==> config.mk <==
export PLATFORM = sky130hd
export DESIGN_NAME = mem_access_unit
export DESIGN_NICKNAME = d
export VERILOG_FILES = /design/src/rtl/mem_access_unit.sv
export SDC_FILE = /design/constraint.sdc
export NUM_CORES = 1
export LEC_CHECK = 0
export ABC_AREA = 0
export BUFFER_PORTS_ARGS = -buffer_cell sky130_fd_sc_hd__buf_4
export CAP_MARGIN = 20
export CELL_PAD_IN_SITES_DETAIL_PLACEMENT = 0
export CELL_PAD_IN_SITES_GLOBAL_PLACEMENT = 1
export CORE_AREA = 2 2 124 126
export DETAILED_ROUTE_END_ITERATION = 10
export DIE_AREA = 0 0 126 128
export GPL_TIMING_DRIVEN = 0
export PLACE_DENSITY = 0.93
export SYNTH_ARGS = -nofsm -noshare
export SYNTH_HDL_FRONTEND = slang
export SYNTH_SLANG_ARGS = --single-unit
==> constraint.sdc <==
create_clock -name clk_i -period 3.6 [get_ports clk_i]
set_input_delay 0.36 -clock clk_i [delete_from_list [all_inputs] [get_ports clk_i]]
set_output_delay 0.36 -clock clk_i [all_outputs]
set_load 0.02 [all_outputs]
==> src/rtl/mem_access_unit.sv <==
// MEM-stage data-memory access controller: req/ack SRAM handshake with pipeline stall,
// byte-lane steering for stores, aligned/extended load return, misalign detection and timeout.
module mem_access_unit #(
    parameter int unsigned TIMEOUT = 255
) (
    input  logic        clk_i,
    input  logic        start_i,
    input  logic        MemRead_i,
    input  logic        MemWrite_i,
    input  logic [31:0] ALUResult_i,
    input  logic [31:0] RDData_i,
    input  logic [31:0] instr_i,
    output logic        stall_o,
    output logic [31:0] rdata_o,
    output logic        rdata_valid_o,
    output logic        misalign_o,
    output logic        err_o,
    output logic        mem_req_o,
    output logic        mem_we_o,
    output logic [31:0] mem_addr_o,
    output logic [31:0] mem_wdata_o,
    output logic [3:0]  mem_be_o,
    input  logic        mem_ack_i,
    input  logic [31:0] mem_rdata_i
);

    typedef enum logic [1:0] {
        ST_IDLE = 2'd0,
        ST_REQ  = 2'd1,
        ST_DONE = 2'd2
    } state_e;

    localparam logic [7:0] TIMEOUT_C = TIMEOUT[7:0];

    state_e      state_q;
    logic [7:0]  cnt_q;
    logic [7:0]  cnt_d;
    logic [2:0]  f3_q;
    logic [1:0]  off_q;
    logic        load_q;
    logic        mem_req_q;
    logic        mem_we_q;
    logic [31:0] mem_addr_q;
    logic [31:0] mem_wdata_q;
    logic [3:0]  mem_be_q;
    logic [31:0] rdata_q;
    logic        rdata_valid_q;
    logic        misalign_q;
    logic        err_q;

    logic [2:0]  f3_s;
    logic        memop_s;
    logic        misalign_s;
    logic        unused_instr_s;

    function automatic logic [3:0] byte_enable(input logic [1:0] size, input logic [1:0] off);
        logic [3:0] be;
        case (size)
            2'b00:   be = 4'b0001 << off;
            2'b01:   be = off[1] ? 4'b1100 : 4'b0011;
            default: be = 4'b1111;
        endcase
        return be;
    endfunction

    function automatic logic [31:0] store_lanes(input logic [1:0] size, input logic [31:0] data);
        logic [31:0] lanes;
        case (size)
            2'b00:   lanes = {4{data[7:0]}};
            2'b01:   lanes = {2{data[15:0]}};
            default: lanes = data;
        endcase
        return lanes;
    endfunction

    function automatic logic [31:0] load_extract(input logic [2:0] f3, input logic [1:0] off,
                                                 input logic [31:0] word);
        logic [31:0] sh;
        logic [31:0] res;
        sh = word >> {off, 3'b000};
        case (f3)
            3'b000:  res = {{24{sh[7]}}, sh[7:0]};
            3'b001:  res = {{16{sh[15]}}, sh[15:0]};
            3'b100:  res = {24'd0, sh[7:0]};
            3'b101:  res = {16'd0, sh[15:0]};
            default: res = sh;
        endcase
        return res;
    endfunction

    assign f3_s       = instr_i[14:12];
    assign memop_s    = MemRead_i | MemWrite_i;
    assign misalign_s = ((f3_s[1:0] == 2'b01) && ALUResult_i[0]) ||
                        (f3_s[1] && (ALUResult_i[1:0] != 2'b00));
    assign cnt_d      = cnt_q + 8'd1;
    assign unused_instr_s = ^{instr_i[31:15], instr_i[11:0]};

    // The IDLE term must raise stall in the same cycle the request is seen; reset forces it low.
    assign stall_o = (state_q == ST_REQ) ||
                     ((state_q == ST_IDLE) && start_i && memop_s && !misalign_s);

    assign rdata_o       = rdata_q;
    assign rdata_valid_o = rdata_valid_q;
    assign misalign_o    = misalign_q;
    assign err_o         = err_q;
    assign mem_req_o     = mem_req_q;
    assign mem_we_o      = mem_we_q;
    assign mem_addr_o    = mem_addr_q;
    assign mem_wdata_o   = mem_wdata_q;
    assign mem_be_o      = mem_be_q;

    // Access FSM with all registered outputs.
    always_ff @(posedge clk_i or negedge start_i) begin
        if (!start_i) begin
            state_q       <= ST_IDLE;
            cnt_q         <= 8'd0;
            f3_q          <= 3'd0;
            off_q         <= 2'd0;
            load_q        <= 1'b0;
            mem_req_q     <= 1'b0;
            mem_we_q      <= 1'b0;
            mem_addr_q    <= 32'd0;
            mem_wdata_q   <= 32'd0;
            mem_be_q      <= 4'd0;
            rdata_q       <= 32'd0;
            rdata_valid_q <= 1'b0;
            misalign_q    <= 1'b0;
            err_q         <= 1'b0;
        end else begin
            rdata_valid_q <= 1'b0;
            misalign_q    <= 1'b0;
            case (state_q)
                ST_IDLE: begin
                    if (memop_s && !misalign_s) begin
                        state_q     <= ST_REQ;
                        cnt_q       <= 8'd0;
                        f3_q        <= f3_s;
                        off_q       <= ALUResult_i[1:0];
                        load_q      <= !MemWrite_i;
                        mem_req_q   <= 1'b1;
                        mem_we_q    <= MemWrite_i;
                        mem_addr_q  <= {ALUResult_i[31:2], 2'b00};
                        mem_wdata_q <= store_lanes(f3_s[1:0], RDData_i);
                        mem_be_q    <= byte_enable(f3_s[1:0], ALUResult_i[1:0]);
                    end else begin
                        misalign_q  <= memop_s && misalign_s;
                    end
                end
                ST_REQ: begin
                    // Ack takes priority over a timeout reached in the same cycle.
                    if (mem_ack_i) begin
                        state_q       <= ST_DONE;
                        mem_req_q     <= 1'b0;
                        rdata_valid_q <= load_q;
                        if (load_q) begin
                            rdata_q <= load_extract(f3_q, off_q, mem_rdata_i);
                        end else begin
                            rdata_q <= rdata_q;
                        end
                    end else if ((TIMEOUT_C != 8'd0) && (cnt_d == TIMEOUT_C)) begin
                        state_q       <= ST_DONE;
                        mem_req_q     <= 1'b0;
                        err_q         <= 1'b1;
                        rdata_q       <= 32'd0;
                        rdata_valid_q <= load_q;
                        cnt_q         <= cnt_d;
                    end else begin
                        cnt_q         <= cnt_d;
                    end
                end
                ST_DONE: begin
                    state_q <= ST_IDLE;
                end
                default: begin
                    state_q   <= ST_IDLE;
                    mem_req_q <= 1'b0;
                end
            endcase
        end
    end

endmodule

# [Word level (Yosys, flattened, before mapping)]
# Cells that the tools add are included.
# W data, S select, Z words.
[totals] in_bits=133 elab_cells=77 register_bits=119 output_inout_bits=106
[op_classes] shifts=2 n_bitwise=3 n_eq_ne=11 add_sub_neg=1 reduce_logical=23 muxes=23
[op_table] cell="$pmux W32 S4" n=1
[op_table] cell="$mux W32" n=3
[op_table] cell="$pmux W32 S2" n=1
[op_table] cell="$shr A32 B5 Y32" n=1
[op_table] cell="$mux W8" n=2
[op_table] cell="$pmux W8 S2" n=1
[op_table] cell="$reduce_and A3 Y1" n=4
[op_table] cell="$add A8 B1 Y8 const B" n=1
[op_table] cell="$eq A8 B8 Y1 const B" n=1
[op_table] cell="$mux W1" n=8
[op_table] cell="$pmux W4 S2" n=1
[op_table] cell="$logic_and A1 B1 Y1" n=7
[op_table] cell="$eq A3 B3 Y1 const B" n=2
[op_table] cell="$mux W2" n=3
[op_table] cell="$reduce_bool A2 Y1" n=3
[op_table] cell="$eq A2 B1 Y1 const B" n=2
[op_table] cell="$logic_not A2 Y1" n=2
[op_table] cell="$mux W4" n=1
[op_table] cell="$ne A2 B1 Y1 const B" n=2
[op_table] cell="$pmux W2 S2" n=1
[op_table] cell="$reduce_and A2 Y1" n=2
[op_table] cell="$shl A1 B2 Y4 const A" n=1
[op_table] cell="$eq A3 B1 Y1 const B" n=1
[op_table] cell="$logic_not A3 Y1" n=1
[op_table] cell="other kinds (8)" n=11

# [Logic depth before layout (Yosys ltp)]
# Gate-level depths: netlist of run 1.
[depth] depth_word=7 ltp_mapped=7 ltp_nobuf=6

# [Worst setup path after synthesis of run 1]
# Ideal clock, no wire load.
[synth_path] path_kind="flip-flop to flip-flop" start="reg cnt_q[0]" end="reg rdata_q[2] (netlist: rdata_o[2])" synth_period_minus_slack_ns=2.125 path_buffers=1 stages_incl_launch_ff=7 path_slack_ns=1.475 setup_time_ns=0.135 t_required_ns=3.465 arrival_ns=1.991 path_cell_list="dfrtp_1 ha_1 xnor2_1 or4_4 a221oi_4 buf_4 o22ai_1"
[synth_between] elab_chain_cells=4
[synth_lines] element="start, declared" line="36" source="logic [7:0] cnt_q;"
[synth_lines] element="start signal, assigned" line="166" source="cnt_q <= cnt_d;"
[synth_lines] element="start signal, assigned" line="168" source="cnt_q <= cnt_d;"
[synth_lines] element="$add A8 B1 Y8" line="95" source="assign cnt_d = cnt_q + 8'd1;"
[synth_lines] element="$eq A8 B8 Y1" line="160" source="end else if ((TIMEOUT_C != 8'd0) && (cnt_d == TIMEOUT_C)) begin"
[synth_lines] element="$reduce_bool A2 Y1 (no line)"
[synth_lines] element="$reduce_and A3 Y1 (no line)"
[synth_lines] element="end signal, assigned" line="156" source="rdata_q <= load_extract(f3_q, off_q, mem_rdata_i);"
[synth_lines] element="end signal, assigned" line="158" source="rdata_q <= rdata_q;"
[synth_lines] element="end, declared" line="46" source="logic [31:0] rdata_q;"
# No other way between the ends.
# A chain may end at the register's enable or synchronous reset.

# [Final worst setup path of run 1]
[layout_path] start="reg state_q[0]" end="out stall_o"
[layout_between] elab_chain_cells=5 word_cells_on_any_way=6 cone_classes="1 x eq/ne; 5 x reduce/logical"
[layout_lines] element="start, declared" line="35" source="state_e state_q;"
[layout_lines] element="start signal, assigned" line="115" source="state_q <= ST_IDLE;"
[layout_lines] element="start signal, assigned" line="135" source="state_q <= ST_REQ;"
[layout_lines] element="start signal, assigned" line="152" source="state_q <= ST_DONE;"
[layout_lines] element="$logic_not A2 Y1" line="100" source="((state_q == ST_IDLE) && start_i && memop_s && !misalign_s);"
[layout_lines] element="$logic_and A1 B1 Y1 (3 in series)" line="100"
[layout_lines] element="$logic_or A1 B1 Y1 (*)" line="99" source="assign stall_o = (state_q == ST_REQ) ||"
[layout_lines] element="end, declared" line="13" source="output logic stall_o,"
# Mark *: on every way between the ends. The rest lies on a longest branch, timed or not.

==> flow_summary.yaml, run 1 <==
run_status:
  status: "completed"
sta:
  whs_ns: 0.175
  fin_crit_ns: 3.10
  rsz0062_at_grt: "false"
  tightest_slew_ns: 0.914
  hold_viol_final: 0
  final.period_utilization_pct: 86.2
  finalClockSkew_ns: 0.00859
  setup_tns_ns: 0
  timing.fmax_mhz: 322
  finalSetupViolCount: 0
  slew-limit-headroom_pct: 38.9
  drv_slew: 0
synthesis:
  yosysTopAreaCell: "dfrtp_1"
  synth-simple-area-share_pct: 11.0
  yosysMostFrequentCell: "dfrtp_1"
  yosys_warnings: 0
  synth_xor_area_share_pct: 0.311
  yosys.area.top_type_share_pct: 52.9
  syn_area_um2: 5630
  yosysSeqAreaShare_pct: 52.9
  synth_compound_area_share_pct: 13.1
  synth_top_family_by_area: "multiplexers"
  synth-seq-cells: 119
  netlist_instances: 520
  async_reset_ff_share_pct: 100
  synthMuxAreaShare_pct: 18.4
  syn_area_per_cell_um2: 10.8
  synthDistinctLibCells: 51
  yosys-top-cells-count: "dfrtp_1, nand2_1, mux2_2"
  netlist_top_cells_area: "dfrtp_1, mux2_2, mux2i_1, nand2_1, o21ai_0"
  synth_edf_count: 0
  synth_top_flop_cell: "dfrtp_1"
  synth-adder-area-share_pct: 0.444
clocking:
  clk_path_buf_depth: 2
  cts_max_level: 4
  clock_sinks: 119
  insertion_delay_ns: 0.42
  cts_hold_buf: 1
  path_clk_slew_ns: 0.06
  cts_buffers: 17
  ctsResizeCount: 0
  root_buffer: "clkbuf_16"
  cts_setup_buffers: 0
  cts_tree: "yes"
floorplan:
  core.rowCount: 45
  start_util_pct: 37.9
  die_area_um2: 16100
  core-area_um2: 14900
  ioPinCount: 239
  die_y_um: 128
  die_x_um: 126
worst_hold_path:
  min_path_type: "in2reg"
final_layout:
  multiInputGateArea_um2: 2450
  nFillCells: 1374
  syn2layout_area_growth_pct: 44.0
  fin_nets: 885
  seq_area_um2: 2980
  drive_gt1_share_pct: 41.2
  n_antenna_cell: 0
power_and_ir_drop:
  power_leakage_nw: 3.91
  power_mw: 6.69
  switchingPower_mw: 2.45
  power.internal_mw: 4.24
  max-vdd-ir-drop_uv: 510
  netSwitchingFraction_pct: 36.6
  power_density_nw_per_um2: 826
  pwr-share-seq_pct: 32.7
  p_clk_share_pct: 27.3
  combPwrFrac_pct: 40.0
global_route:
  grt_max_degree: 69
  grt_overflow_total: 0
  grt_pass1_vias: 5176
  grt_usage_pct: 21.8
  grt_pass1_wl_um: 27700
  antenna_found_initial: 0
setup_path:
  critical_path.max_fanout: 10
  crit_type: "reg2out"
  cp-start-kind: "register"
  crit_required_ns: 3.24
  worstPathArrival_ns: 2.74
  crit_path_end_kind: "output pin"
drt:
  wl_per_cell_um: 18.2
  routed_wl_um: 17300
  via_per_inst: 5.25
  drc_errors: 0
  dr_total_vias: 4991
  firstDrtPassIters: 4
  ant_nets: 0
  drtIter0Drc: 426
placed_design:
  hpwlAfterDp_um: 12900
  gp_congestion: 0.892
  port-buffer-count: 207
job:
  drv_cap: 0
power groups by stage:
stage	combinational, mW	sequential (mW)	clock, mW
after floorplan	0.916	2.74	0
after global placement	2.65	2.18	0
after detailed placement	2.70	2.20	0
after CTS	2.70	2.19	1.86
after global routing	2.87	2.26	1.92
final	2.68	2.19	1.83
sequential cells by signal (all words and copies together), names as in the netlist:
name           flops
mem_wdata_o       32
rdata_o           32
mem_addr_o        30
cnt_q              8
mem_be_o           4
f3_q               3
off_q              2
state_q            2
err_o              1
load_q             1
mem_req_o          1
mem_we_o           1
misalign_o         1
rdata_valid_o      1
per-stage QoR:
step           setup WS, ns  util (%)  instances  area, um^2
3_5_place_dp          0.648      50.2        918        7460
3_3_place_gp          0.686      49.9        916        7420
5_1_grt               0.213      54.6        951        8110
2_1_floorplan          1.47         -        521        5640
6_report              0.497      54.6        951        8110
4_1_cts               0.409      54.6        951        8110
worst paths after layout:
path                            slack [ns]       startpoint         endpoint  depth (start not counted)
worst max-delay path                  0.50       state_q[0]          stall_o                          6
worst min-delay path                  0.18  ALUResult_i[16]   mem_addr_o[16]                          2
worst max register to register        1.18         cnt_q[0]       rdata_o[3]                          6
worst min register to register        0.48  mem_wdata_o[26]  mem_wdata_o[26]                          2
max in group asynchronous             2.36          start_i   mem_addr_o[14]                          3
min in group asynchronous             0.52          start_i       rdata_o[4]                          2
layout make-up:
class	count	area share, %
sequential	119	36.7
multi-input combinational	359	30.2
timing repair buffer	210	19.7
clock buffer	18	5.42
tap	188	2.90
clock inverter	14	2.45
buffer	38	2.35
inverter	5	0.231
per-layer routing:
metal	vias up	share of wire (%)	routed length [um]	global-route usage, %
li1	2314	-	-	-
met5	-	0	0	0
met1	2430	40	6990	26.7
met3	25	8.6	1500	7.68
met2	222	49	8520	36.2
met4	0	1.6	282	7.30
layout by cell type, fill, tap and decap left out, types with 2 or more instances in the layout:
master	Yosys	routed
a21oi_1	13	13
bufinv_16	0	4
buf_1	3	3
a211oi_1	7	7
clkinv_4	0	3
nand3_1	4	4
buf_2	3	4
conb_1	1	2
xnor2_1	2	2
clkbuf_16	0	17
dfrtp_1	119	119
buf_6	3	4
or3b_2	2	2
o21ai_0	46	46
ha_1	2	2
clkbuf_1	22	22
inv_1	5	5
clkbuf_2	2	2
buf_4	5	211
nand2_1	92	92
nor2_1	23	23
clkinvlp_4	0	4
nand4_1	2	2
inv_6	0	2
o211ai_1	7	7
nand4b_1	2	2
o22ai_1	17	17
mux4_2	2	2
or2_2	3	3
o221ai_1	9	9
nor2b_1	3	3
a31oi_1	4	4
mux2_2	50	50
mux2i_1	43	43
nand2b_1	3	3
kinds of logic (layout without fill, tap and decap cells):
| logic type | Yosys count | count (layout) |
|---|---|---|
| other | 1 | 2 |
| XOR/XNOR | 2 | 2 |
| buffers and inverters | 43 | 285 |
| flip-flops | 119 | 119 |
| AND/OR/NAND/NOR | 142 | 142 |
| AO/OA/AOI/OAI | 116 | 116 |
| multiplexers | 95 | 95 |
| adder cells (fa/ha/maj) | 2 | 2 |
worst max-delay path, cell delays in order, from the launching register on:
cell and delay (ns):
dfrtp_1 0.43, nor2_1 0.24, nand4_1 0.50, clkbuf_1 0.46, clkbuf_1 0.34, o21bai_1 0.20, buf_4 0.16
(Power assumes the default switching activity.)
==> inputs of run 2 (changes only) <==
RECOVER_POWER = 25   (was default)
==> run 2 against run 1 <==
- the flow now finishes with violations (max-capacitance violations, max-slew violations)
- die area did not move
- cell count did not move
- wire length barely moved
- register-to-register slack barely moved
- fmax rose by 0.19%
- critical path depth did not move
- total power fell by 0.99%
- worst setup slack improved by 0.0060 ns
- sequential power barely moved
- via count fell by 0.12%
- clock skew rose by 0.0018 ns
- clock power barely moved
- critical path type unchanged
- critical endpoint unchanged
==> flow_summary.yaml, run 2 (synthesis results as in run 1) <==
clocking:
  cts_setup_buffers: 0
  cts_tree: "yes"
  cts_hold_buf: 1
  path_clk_slew_ns: 0.06
  cts_max_level: 4
  cts_buffers: 17
  clk_path_buf_depth: 2
  insertion_delay_ns: 0.42
  clock_sinks: 119
  root_buffer: "clkbuf_16"
  ctsResizeCount: 0
worst_hold_path:
  min_path_type: "in2reg"
  hold_end: "load_q"
  hold_depth: 2
  hp-start: "MemWrite_i"
final_layout:
  mostFrequentLayoutCell: "buf_4"
  n_antenna_cell: 0
  syn2layout_area_growth_pct: 42.7
  nFillCells: 1390
  final_cell_mix: "buf_4, dfrtp_1, nand2_1"
  stdcell_area_um2: 8040
  drive_gt1_share_pct: 38.8
  fin_nets: 885
job:
  drv_cap: 1
setup_path:
  crit_type: "reg2out"
  crit_required_ns: 3.24
  worstReg2RegStart: "cnt_q[0]"
  r2r-end: "rdata_o[3]"
  crit_path_end_kind: "output pin"
  reg2regPathDepth: 6
  r2r_setup_slack_ns: 1.17
  worstPathArrival_ns: 2.74
  cp-start-kind: "register"
  critical_path.max_fanout: 10
floorplan:
  die_x_um: 126
  ioPinCount: 239
  die_y_um: 128
  core-area_um2: 14900
  core.rowCount: 45
  start_util_pct: 37.9
  die_area_um2: 16100
sta:
  hold_viol_final: 0
  finalClockSkew_ns: 0.0104
  slew-limit-headroom_pct: -20.9
  timing.fmax_mhz: 323
  final.period_utilization_pct: 86.0
  rsz0062_at_grt: "false"
  setup_tns_ns: 0
  finalSetupViolCount: 0
  tightest_slew_ns: 1.81
  drv_slew: 68
  fin_crit_ns: 3.10
global_route:
  grt_usage_pct: 21.8
  antenna_found_initial: 0
  grt_overflow_total: 0
  grt_pass1_wl_um: 27700
  grt_max_degree: 69
  grt_pass1_vias: 5176
power_and_ir_drop:
  power.internal_mw: 4.18
  netSwitchingFraction_pct: 37.0
  switchingPower_mw: 2.45
  power_leakage_nw: 3.84
  p_clk_share_pct: 27.6
  max-vdd-ir-drop_uv: 510
  power_density_nw_per_um2: 825
  combPwrFrac_pct: 39.4
  pwr-share-seq_pct: 33.0
drt:
  dr_total_vias: 4985
  routed_wl_um: 17300
  drtIter0Drc: 446
  firstDrtPassIters: 4
  wl_per_cell_um: 18.2
  via_per_inst: 5.24
  drc_errors: 0
  ant_nets: 0
run_status:
  status: "finished with violations"
  violations: "max-capacitance violations, max-slew violations"
placed_design:
  gp_congestion: 0.892
  port-buffer-count: 207
  place_area_um2: 7460
  hpwlAfterDp_um: 12900
-- run 2: cell types whose count changed in the layout (fill, tap and decap cells not counted), sizes merged --
cell | previous run | this run
clkbuf | 42 | 61
buf | 223 | 204
-- run 2: worst max-delay path: stages (launching register included) --
cell	delay (ns)
dfrtp_1	0.43
nor2_1	0.24
nand4_1	0.49
clkbuf_1	0.46
clkbuf_1	0.34
o21bai_1	0.20
buf_4	0.16
-- run 2: metal layers --
layer | up-vias | GRT usage, % | part of all wire [%]
met2 | 231 | 36.2 | 49
met3 | 22 | 7.68 | 8.7
met1 | 2415 | 26.7 | 41
met4 | 0 | 7.30 | 1.2
li1 | 2317 | - | -
met5 | - | 0 | 0
-- run 2: per-stage QoR --
step	power, mW	instances	setup WS (ns)	hold WS (ns)	util [%]
final	6.63	951	0.503	0.177	54.1
after global placement	4.82	916	0.686	0.464	49.9
after detailed placement	4.90	918	0.648	0.422	50.2
after global routing	6.98	951	0.145	0.152	54.1
after CTS	6.75	951	0.409	0.156	54.6
after floorplan	3.65	521	1.47	0.0644	-
-- run 2: layout make-up --
class	instances	area, um^2	share of cell area (%)
Inverter	5	18.8	0.234
Tap cell	188	235	2.93
Timing Repair Buffer	210	1530	19.0
Multi-Input combinational cell	359	2450	30.5
Buffer	38	190	2.37
Sequential cell	119	2980	37.1
Clock inverter	14	199	2.48
Clock buffer	18	439	5.47
-- run 2: power by group through the flow --
stage	logic, mW	clock network, mW	registers (mW)
final	2.61	1.83	2.19
after global routing	2.80	1.92	2.26
after CTS	2.70	1.86	2.19
after detailed placement	2.70	0	2.20
after global placement	2.65	0	2.18
after floorplan	0.916	0	2.74
-- run 2: worst max-delay path by stage --
| stage | endpoint | from | cells past startpoint |
|---|---|---|---|
| after floorplan | rdata_o[2] | cnt_q[0] | 6 |
| after global placement | stall_o | MemWrite_i | 7 |
| after detailed placement | stall_o | MemWrite_i | 7 |
| after CTS | stall_o | state_q[0] | 6 |
| after global routing | stall_o | start_i | 5 |
| final | stall_o | state_q[0] | 6 |
==> inputs of run 3 (changes only) <==
CORE_AREA = 2 2 159 99   (was 2 2 124 126)
DIE_AREA = 0 0 161 101   (was 0 0 126 128)
==> run 3 against run 2 <==
- the flow now finishes without violations
- combinational power up 3%
- total power about the same
- wire length up 1.4%
- critical endpoint unchanged
- clock-buffer cell count unchanged
- register-to-register slack worse by 0.02 ns
- clock power down 4%
- via count down 0.44%
- critical path type unchanged
==> flow_summary.yaml, run 3 (synthesis results as in run 1) <==
run_status:
  status: "completed"
floorplan:
  die_x_um: 161
  core-area_um2: 14900
  core.rowCount: 35
  start_util_pct: 37.8
  die_y_um: 101
  ioPinCount: 239
  die_area_um2: 16300
final_layout:
  n_antenna_cell: 0
  syn2layout_area_growth_pct: 43.5
  drive_gt1_share_pct: 40.4
  mostFrequentLayoutCell: "buf_4"
  final_core_util_pct: 54.3
  fin_nets: 885
  final_cell_mix: "buf_4, dfrtp_1, nand2_1"
  nFillCells: 1390
  stdcell_area_um2: 8080
drt:
  via_per_inst: 5.14
  ant_nets: 0
  routed_wl_um: 17500
  dr_total_vias: 4963
  wl_per_cell_um: 18.1
  drc_errors: 0
  drtIter0Drc: 344
  firstDrtPassIters: 5
sta:
  finalClockSkew_ns: 0.0141
  hold_viol_final: 0
  setup_tns_ns: 0
  final.period_utilization_pct: 85.0
  timing.fmax_mhz: 327
  tightest_slew_ns: 0.948
  drv_slew: 0
  rsz0062_at_grt: "false"
  slew-limit-headroom_pct: 36.6
  fin_crit_ns: 3.06
  finalSetupViolCount: 0
clocking:
  cts_tree: "yes"
  path_clk_slew_ns: 0.06
  insertion_delay_ns: 0.40
  root_buffer: "clkbuf_16"
  clk_path_buf_depth: 2
  cts_buffers: 17
  cts_setup_buffers: 0
  cts_max_level: 4
  clock_sinks: 119
setup_path:
  cp-start-kind: "register"
  crit_required_ns: 3.24
  crit_path_end_kind: "output pin"
  r2r-end: "rdata_o[5]"
  worstPathArrival_ns: 2.70
  reg2regPathDepth: 6
  crit_type: "reg2out"
  r2r_setup_slack_ns: 1.15
  critical_path.max_fanout: 10
  worstReg2RegStart: "cnt_q[0]"
power_and_ir_drop:
  power_leakage_nw: 3.87
  power_density_nw_per_um2: 819
  max-vdd-ir-drop_uv: 363
worst_hold_path:
  hold_depth: 2
  min_path_type: "in2reg"
  hp-start: "MemWrite_i"
  hold_end: "load_q"
job:
  drv_cap: 0
placed_design:
  hpwlAfterDp_um: 13100
  port-buffer-count: 207
  gp_congestion: 0.880
  place_area_um2: 7480
global_route:
  grt_pass1_wl_um: 27700
  grt_usage_pct: 22.0
  grt_overflow_total: 0
  grt_max_degree: 75
  antenna_found_initial: 0
  grt_pass1_vias: 5034
run 3: changes by cell type in the layout (fill, tap and decap cells not counted), sizes merged:
| cell | before | now |
|---|---|---|
| clkinvlp | 4 | 5 |
| inv | 7 | 8 |
| clkbuf | 61 | 48 |
| buf | 204 | 216 |
| bufinv | 4 | 3 |
| clkinv | 4 | 3 |
| clkdlybuf4s18 | 0 | 1 |
run 3: layer usage:
metal | share of wire (%) | GRT usage, % | vias up
met5 | 0 | 0 | -
met4 | 0.56 | 4.67 | 0
met3 | 9.4 | 7.73 | 8
met2 | 44 | 33.9 | 214
met1 | 46 | 30.2 | 2410
li1 | - | - | 2331
run 3: repair_timing:
item                       CTS  global route
resized for setup            0             0
hold buffers                 1             0
hold endpoints to repair    46             0
setup endpoints to repair    0             0
run 3: cell type report:
type | instances | area, um^2 | share of cell area [%]
flip-flops and latches | 119 | 2980 | 36.8
multi-input cells | 359 | 2450 | 30.3
repair buffers | 210 | 1580 | 19.6
clock buffers | 18 | 439 | 5.43
well taps | 203 | 254 | 3.14
plain buffers | 38 | 190 | 2.35
clock inverters | 14 | 173 | 2.14
inverters | 5 | 18.8 | 0.232
run 3: stage by stage:
stage          hold WS [ns]  std cells  total power [mW]  setup WS [ns]
2_1_floorplan        0.0644        521              3.65           1.47
3_3_place_gp          0.457        931              4.85          0.673
3_5_place_dp          0.327        933              4.92          0.628
4_1_cts               0.169        966              6.70          0.415
5_1_grt               0.167        966              7.00          0.243
6_report              0.176        966              6.62          0.540
run 3: critical path: stages, from the launching register on:
cell and delay (ns):
dfrtp_1 0.43, nor2_1 0.22, nand4_1 0.51, clkbuf_1 0.44, clkbuf_1 0.34, o21bai_1 0.20
buf_4 0.17
run 3: how the worst max path moves through the flow:
stage	from	endpoint	slack (ns)	depth (start not counted)
after CTS	state_q[0]	stall_o	0.42	6
after floorplan	cnt_q[0]	rdata_o[2]	1.47	6
after detailed placement	MemWrite_i	stall_o	0.63	7
after global routing	state_q[0]	stall_o	0.24	6
after global placement	MemWrite_i	stall_o	0.67	7
final	state_q[0]	stall_o	0.54	6
run 3: report_power, final:
part | switching (mW) | internal [mW]
Clock | 0.644 | 1.11
Combinational | 1.50 | 1.19
Sequential | 0.320 | 1.86
